==> config.mk <==
export PLATFORM = sky130hd
export DESIGN_NAME = input_conditioner
export DESIGN_NICKNAME = d
export VERILOG_FILES = /design/src/rtl/input_cond_pkg.sv /design/src/rtl/debounce_bit.sv /design/src/rtl/input_conditioner.sv
export SDC_FILE = /design/constraint.sdc
export NUM_CORES = 1
export LEC_CHECK = 0
export BUFFER_PORTS_ARGS = -buffer_cell sky130_fd_sc_hd__buf_2
export CAP_MARGIN = 20
export CORE_ASPECT_RATIO = 1.25
export CORE_MARGIN = 4
export CORE_UTILIZATION = 40
export DETAILED_ROUTE_END_ITERATION = 7
export GPL_ROUTABILITY_DRIVEN = 0
export MAX_ROUTING_LAYER = met4
export SYNTH_ARGS = -nofsm -noshare
export SYNTH_HDL_FRONTEND = slang
export SYNTH_SLANG_ARGS = --single-unit
==> constraint.sdc <==
create_clock -name clk_clk -period 11.3 [get_ports clk_clk]
set_clock_uncertainty 0.15 [all_clocks]
set_input_delay 0.565 -clock clk_clk [delete_from_list [all_inputs] [get_ports clk_clk]]
set_output_delay 0.565 -clock clk_clk [all_outputs]
set_load 0.01 [all_outputs]
==> src/rtl/input_cond_pkg.sv <==
// rtl/input_cond_pkg.sv - shared constants and cycle-count derivations for input_conditioner
package input_cond_pkg;

    localparam logic KEY_IDLE = 1'b1;
    localparam logic SW_IDLE  = 1'b0;

    function automatic int db_cycles(input int clk_hz, input int debounce_ms);
        return clk_hz / 1000 * debounce_ms;
    endfunction

    function automatic int lp_cycles(input int clk_hz, input int long_press_ms);
        return clk_hz / 1000 * long_press_ms;
    endfunction

endpackage

==> src/rtl/debounce_bit.sv <==
// rtl/debounce_bit.sv - 2-flop synchronizer plus stable-time debouncer for one input bit
module debounce_bit
    import input_cond_pkg::*;
#(
    parameter int   DB_CYC = 10,
    parameter logic IDLE   = SW_IDLE
) (
    input  logic clk,
    input  logic rst,
    input  logic raw,
    output logic level,
    output logic load
);

    localparam int              CW       = $clog2(DB_CYC + 1);
    localparam logic [CW-1:0]   CNT_LAST = CW'(DB_CYC - 1);

    logic          meta;
    logic          sync;
    logic [CW-1:0] cnt;

    // High on the edge where level adopts sync; lets the parent register strobes in lockstep.
    assign load = (sync != level) && (cnt == CNT_LAST);

    always_ff @(posedge clk or posedge rst) begin
        if (rst) begin
            meta  <= IDLE;
            sync  <= IDLE;
            level <= IDLE;
            cnt   <= '0;
        end else begin
            meta <= raw;
            sync <= meta;
            if (sync == level) begin
                cnt <= '0;
            end else if (load) begin
                level <= sync;
                cnt   <= '0;
            end else begin
                cnt <= cnt + CW'(1);
            end
        end
    end

endmodule

==> src/rtl/input_conditioner.sv <==
// rtl/input_conditioner.sv - debounced keys/switches with press, long-press and switch-change strobes
// Long-press hold counters are built only when INPUT_COND_LONG_PRESS_EN is defined.
module input_conditioner
    import input_cond_pkg::*;
#(
    parameter int CLK_HZ        = 50_000_000,
    parameter int DEBOUNCE_MS   = 10,
    parameter int LONG_PRESS_MS = 1000,
    parameter int N_BTN         = 2,
    parameter int N_SW          = 10
) (
    input  logic             clk_clk,
    input  logic             reset_reset,
    input  logic [N_BTN-1:0] key_raw,
    input  logic [N_SW-1:0]  sw_raw,
    output logic [N_BTN-1:0] button_external_connection_export,
    output logic [N_SW-1:0]  switch_external_connection_export,
    output logic [N_BTN-1:0] press_pulse,
    output logic [N_BTN-1:0] long_press,
    output logic             sw_changed
);

    localparam int DB_CYC = db_cycles(CLK_HZ, DEBOUNCE_MS);
    localparam int LP_CYC = lp_cycles(CLK_HZ, LONG_PRESS_MS);

    logic [N_BTN-1:0] key_level;
    logic [N_BTN-1:0] key_load;
    logic [N_SW-1:0]  sw_level;
    logic [N_SW-1:0]  sw_load;

    for (genvar i = 0; i < N_BTN; i++) begin : g_key
        debounce_bit #(
            .DB_CYC (DB_CYC),
            .IDLE   (KEY_IDLE)
        ) u_key (
            .clk   (clk_clk),
            .rst   (reset_reset),
            .raw   (key_raw[i]),
            .level (key_level[i]),
            .load  (key_load[i])
        );
    end

    for (genvar i = 0; i < N_SW; i++) begin : g_sw
        debounce_bit #(
            .DB_CYC (DB_CYC),
            .IDLE   (SW_IDLE)
        ) u_sw (
            .clk   (clk_clk),
            .rst   (reset_reset),
            .raw   (sw_raw[i]),
            .level (sw_level[i]),
            .load  (sw_load[i])
        );
    end

    assign button_external_connection_export = key_level;
    assign switch_external_connection_export = sw_level;

    // A key load while its level is 1 is a press; loads while at 0 are releases.
    always_ff @(posedge clk_clk or posedge reset_reset) begin
        if (reset_reset) begin
            press_pulse <= '0;
            sw_changed  <= 1'b0;
        end else begin
            press_pulse <= key_load & key_level;
            sw_changed  <= |sw_load;
        end
    end

`ifdef INPUT_COND_LONG_PRESS_EN
    localparam int            HW        = $clog2(LP_CYC + 1);
    localparam logic [HW-1:0] HOLD_LAST = HW'(LP_CYC - 1);
    localparam logic [HW-1:0] HOLD_SAT  = HW'(LP_CYC);

    logic [HW-1:0] hold_cnt [N_BTN];

    // Counter parks at LP_CYC while held, so each hold fires exactly once.
    always_ff @(posedge clk_clk or posedge reset_reset) begin
        if (reset_reset) begin
            long_press <= '0;
            for (int i = 0; i < N_BTN; i++) begin
                hold_cnt[i] <= '0;
            end
        end else begin
            for (int i = 0; i < N_BTN; i++) begin
                long_press[i] <= 1'b0;
                if (key_load[i] && key_level[i]) begin
                    hold_cnt[i] <= '0;
                end else if (!key_level[i]) begin
                    if (hold_cnt[i] != HOLD_SAT) begin
                        hold_cnt[i] <= hold_cnt[i] + HW'(1);
                    end
                    long_press[i] <= (hold_cnt[i] == HOLD_LAST);
                end else begin
                    hold_cnt[i] <= '0;
                end
            end
        end
    end
`else
    logic unused_lp_cfg;

    assign unused_lp_cfg = (LP_CYC < 1);
    assign long_press    = '0;
`endif

endmodule

==> flow_summary_export.csv <==
group,metric,value,unit
synth,synthesis.yosys.warnings,0,
sta,hold_viol_final,0,
finish,drive_gt1_share,8.868,%
power_and_ir_drop,worst_ir_drop_vdd,126.1,uV
clock_network,cts_hold_buf,12,
sta,fin_tns_setup,0,ns
floorplan,die_span_y,203.6,um
power_and_ir_drop,cellPowerDensity,147.7,nW/um^2
synth,postSynthCellCount,1202,
drt,drt-vias-per-instance,4.896,
synth,seq_area_frac_synth,54.66,%
drt,drt_first_pass_iters,6,
setup_path,critPathMostFrequentCell,"sky130_fd_sc_hd__or4_1",
power_and_ir_drop,static-leakage-power,5.935,nW
finish,final_core_util,46.13,%
sta,final_max_slew_viol_count,0,
run_status,run_status,"finished clean",
sta,maxClockFrequency,368.4,MHz
global_route,antenna_found_initial,0,
floorplan,rows,71,
clock_network,clock_latency,0.53,ns
global_route,grt_pass1_wl,38010,um
setup_path,timing.critical_path.arrival,2.95,ns
finish,finalNetCount,1267,
sta,grt_setup_unrepaired,"no",
sta,post-route-period-util,24.02,%
floorplan,fp.dieW,164.4,um
finish,filler_cell_count,2856,
setup_path,cp_num_buf_inv,0,
drt,routed_wire_length_per_instance,12.76,um
global_route,globalRouteOverflowTotal,0,
clock_network,numCtsBuffers,28,
global_route,vias_in_the_first_global_route,8205,
synth,synth_top_area_share,53.37,%
hold_path,type_of_the_most_critical_hold_path,"in -> async",
floorplan,starting_density_of_the_core,40.63,%
finish,multi_input_area,5270,sq um
clock_network,clkSlewWorstSetupHoldPaths,0.06,ns
setup_path,critical_path.max_stage_delay,0.57,ns
setup_path,timing.critical_path.to_type,"flip-flop",
drt,remaining_drc_errors,0,
setup_path,crit_family,"simple AND/OR/NAND/NOR gates",
floorplan,floorplan.die_area,33470,sq um
placed_design,place.port_buffers,28,
setup_path,critical-path-slowest-cell,"sky130_fd_sc_hd__or4_1",
synth,mappedNetlistArea,12240,sq um
synth,postSynthRegisterBits,267,
floorplan,core_area,30120,sq um
clock_network,cts_buffer_depth,3,
drt,drtIter0Drc,440,
finish,seq_area,6689,sq um
clock_network,htree_levels,1,
placed_design,post-dp-hpwl,13980,um
sta,timing.final.setup_violations,0,
drt,detail-route-antenna-nets,0,
global_route,grt_start_max_net_pins,116,
run,cap_violations,0,
synth,netlist_top_cells_area,"sky130_fd_sc_hd__dfrtp_1 (53%), sky130_fd_sc_hd__nor2_1 (8.7%), sky130_fd_sc_hd__xor2_1 (8.5%)",
sta,finalWorstPathRequiredPeriod,2.714,ns
setup_path,critPathRequiredTime,11.54,ns
synth,synth_area_leader_cell,"sky130_fd_sc_hd__dfrtp_1",
synth,synthDistinctLibCells,41,
floorplan,floorplan.io_pins,31,
sta,tightestPinTransition,0.9114,ns
sta,max_slew_margin,39.24,%
clock_network,cts_tree,"yes",
finish,syn_to_final_growth,13.52,%
clock_network,post-cts-setup-buffers,0,
drt,finalWirelength,21230,um
setup_path,criticalPathCategory,"reg -> reg",
setup_path,setup.worst_path.start_class,"flip-flop",
setup_path,crit_path_cell_trace,"ha_1 -> nand3_1 -> or4_1 -> or4_1 -> nand2_1 -> nor2_1",
setup_path,timing.critical_path.fanout_max,18,
drt,detailroute.via_count,8147,
finish,antenna_cells_inserted,0,
clock_network,cts_root_buf,"sky130_fd_sc_hd__clkbuf_16",
global_route,globalRouteTotalUtil,13.62,%
synth,post_synth.cell_area_avg,10.18,sq um
clock_network,cts_sinks,267,
clock_network,cts_repair_resize_count,0,
per-stage QoR:
stage / instances / cell area [sq um] / hold slack, ns / power, mW / worst slack (ns)
final: 1664 / 13890 / 0.01610 / 2.052 / 8.586
after global routing: 1664 / 13890 / 0.09259 / 2.137 / 8.361
after CTS: 1663 / 13860 / 0.07134 / 2.088 / 8.396
after detailed placement: 1599 / 12710 / 0.1863 / 1.060 / 7.831
after global placement: 1599 / 12710 / 0.1842 / 1.058 / 7.869
after floorplan: 1203 / 12240 / 0.1812 / 1.043 / 3.241
path summary, 6_finish.rpt:
kind                       slack (ns)                          start  cells past startpoint                               to
max in group asynchronous        8.91                    reset_reset                      5  g_key[1].u_key.cnt[9]$_DFF_PP0_
setup / recovery                 8.59  g_sw[2].u_sw.cnt[0]$_DFF_PP0_                      6    g_sw[2].u_sw.cnt[2]$_DFF_PP0_
hold / removal                   0.02                    reset_reset                      2   g_sw[1].u_sw.cnt[10]$_DFF_PP0_
min in group clk_clk             0.20    g_sw[7].u_sw.meta$_DFF_PP0_                      0      g_sw[7].u_sw.sync$_DFF_PP0_
hold reg to reg                  0.20    g_sw[7].u_sw.meta$_DFF_PP0_                      0      g_sw[7].u_sw.sync$_DFF_PP0_
setup reg to reg                 8.59  g_sw[2].u_sw.cnt[0]$_DFF_PP0_                      6    g_sw[2].u_sw.cnt[2]$_DFF_PP0_
final cells by class:
class | count | share of cell area (%)
Clock buffer | 38 | 5.756
Clock inverter | 14 | 1.684
Inverter | 21 | 0.6215
Multi-Input combinational cell | 879 | 37.94
Sequential cell | 267 | 48.15
Tap cell | 401 | 3.612
Timing Repair Buffer | 44 | 2.234
flip-flops by register name (all words and copies together), names as in the netlist:
name               flops
g_key.u_key.sync       2
g_sw.u_sw.meta        10
sw_changed             1
g_key.u_key.meta       2
press_pulse            2
g_sw.u_sw.cnt        190
g_sw.u_sw.level       10
g_sw.u_sw.sync        10
g_key.u_key.cnt       38
g_key.u_key.level      2
per-layer routing:
layer	up-vias	share of wire, %	GRT usage [%]
met5	-	0	-
met4	0	2.1	3.536
met3	40	2.9	1.860
met2	70	47	22.00
met1	3955	48	18.29
li1	4082	-	-
kinds of logic (layout without fill, tap and decap cells):
group                    Yosys count  count (layout)  share of synthesized area (%)
AND/OR/NAND/NOR                  635             635                          24.98
flip-flops                       267             267                          54.66
XOR/XNOR                         216             216                          15.46
buffers and inverters             57             117                          2.301
adder cells (fa/ha/maj)           12              12                          1.227
multiplexers                      12              12                          1.135
AO/OA/AOI/OAI                      2               2                         0.2045
other                              1               2                        0.03065
power breakdown:
group / internal (mW) / switching, mW / total (mW)
Sequential: 0.972 / 0.0125 / 0.984
Clock: 0.633 / 0.375 / 1.01
Combinational: 0.0182 / 0.0410 / 0.0593
cell usage in the layout (no fill, tap or decap), types with 2 or more instances in the layout:
cell type / netlist / routed
sky130_fd_sc_hd__nor3_1: 24 / 24
sky130_fd_sc_hd__and3_2: 2 / 2
sky130_fd_sc_hd__nor4_1: 28 / 28
sky130_fd_sc_hd__or4_1: 6 / 6
sky130_fd_sc_hd__nand3_1: 85 / 85
sky130_fd_sc_hd__nor2b_1: 2 / 2
sky130_fd_sc_hd__clkbuf_1: 17 / 5
sky130_fd_sc_hd__bufinv_16: 0 / 6
sky130_fd_sc_hd__nand4b_1: 5 / 5
sky130_fd_sc_hd__and4_1: 11 / 11
sky130_fd_sc_hd__buf_4: 14 / 3
sky130_fd_sc_hd__inv_1: 21 / 20
sky130_fd_sc_hd__dlygate4sd3_1: 0 / 12
sky130_fd_sc_hd__dfstp_2: 6 / 6
sky130_fd_sc_hd__or2_2: 6 / 6
sky130_fd_sc_hd__xnor2_1: 97 / 97
sky130_fd_sc_hd__conb_1: 1 / 2
sky130_fd_sc_hd__nand2b_1: 7 / 7
sky130_fd_sc_hd__nand3b_1: 5 / 5
sky130_fd_sc_hd__and3_1: 21 / 21
sky130_fd_sc_hd__clkinv_2: 0 / 6
sky130_fd_sc_hd__nor4b_1: 7 / 7
sky130_fd_sc_hd__buf_2: 3 / 28
sky130_fd_sc_hd__or4b_2: 3 / 3
sky130_fd_sc_hd__nand4_1: 52 / 52
sky130_fd_sc_hd__clkbuf_16: 0 / 29
sky130_fd_sc_hd__nor4bb_1: 2 / 2
sky130_fd_sc_hd__ha_1: 12 / 12
sky130_fd_sc_hd__dfrtp_1: 261 / 261
sky130_fd_sc_hd__clkbuf_8: 0 / 4
sky130_fd_sc_hd__nand2_1: 74 / 74
sky130_fd_sc_hd__mux2_2: 11 / 11
sky130_fd_sc_hd__xor2_1: 119 / 119
sky130_fd_sc_hd__nor2_1: 282 / 282
sky130_fd_sc_hd__and2_1: 7 / 7
Yosys cell counts:
cell type / count
sky130_fd_sc_hd__o41ai_2: 1
sky130_fd_sc_hd__nor2b_1: 2
sky130_fd_sc_hd__conb_1: 1
sky130_fd_sc_hd__dfrtp_1: 261
sky130_fd_sc_hd__buf_1: 1
sky130_fd_sc_hd__and4_1: 11
sky130_fd_sc_hd__buf_2: 3
sky130_fd_sc_hd__or4b_1: 1
sky130_fd_sc_hd__nor2_1: 282
sky130_fd_sc_hd__nor4bb_1: 2
sky130_fd_sc_hd__nand4_1: 52
sky130_fd_sc_hd__inv_1: 21
sky130_fd_sc_hd__or3_1: 1
sky130_fd_sc_hd__buf_8: 1
sky130_fd_sc_hd__ha_1: 12
sky130_fd_sc_hd__and4b_1: 1
sky130_fd_sc_hd__mux2_4: 1
sky130_fd_sc_hd__nor3b_1: 1
sky130_fd_sc_hd__mux2_2: 11
sky130_fd_sc_hd__a32oi_1: 1
sky130_fd_sc_hd__nand3_1: 85
sky130_fd_sc_hd__nand2_4: 1
sky130_fd_sc_hd__or2_2: 6
sky130_fd_sc_hd__nor3_1: 24
sky130_fd_sc_hd__and2_1: 7
sky130_fd_sc_hd__xor2_1: 119
sky130_fd_sc_hd__nor4_1: 28
sky130_fd_sc_hd__nand2_1: 74
sky130_fd_sc_hd__and3_2: 2
sky130_fd_sc_hd__xnor2_1: 97
sky130_fd_sc_hd__buf_4: 14
sky130_fd_sc_hd__and3_1: 21
sky130_fd_sc_hd__nand2b_1: 7
sky130_fd_sc_hd__nand4b_1: 5
sky130_fd_sc_hd__or4_4: 1
sky130_fd_sc_hd__or4b_2: 3
sky130_fd_sc_hd__clkbuf_1: 17
sky130_fd_sc_hd__dfstp_2: 6
sky130_fd_sc_hd__or4_1: 6
sky130_fd_sc_hd__nor4b_1: 7
sky130_fd_sc_hd__nand3b_1: 5
worst register-to-register path, cell delays in order (launching register included):
cell and delay [ns]:
sky130_fd_sc_hd__dfrtp_1 0.39, sky130_fd_sc_hd__ha_1 0.20, sky130_fd_sc_hd__nand3_1 0.19, sky130_fd_sc_hd__or4_1 0.46, sky130_fd_sc_hd__or4_1 0.57, sky130_fd_sc_hd__nand2_1 0.49, sky130_fd_sc_hd__nor2_1 0.13
No activity file was read; power rests on OpenSTA's default activity.
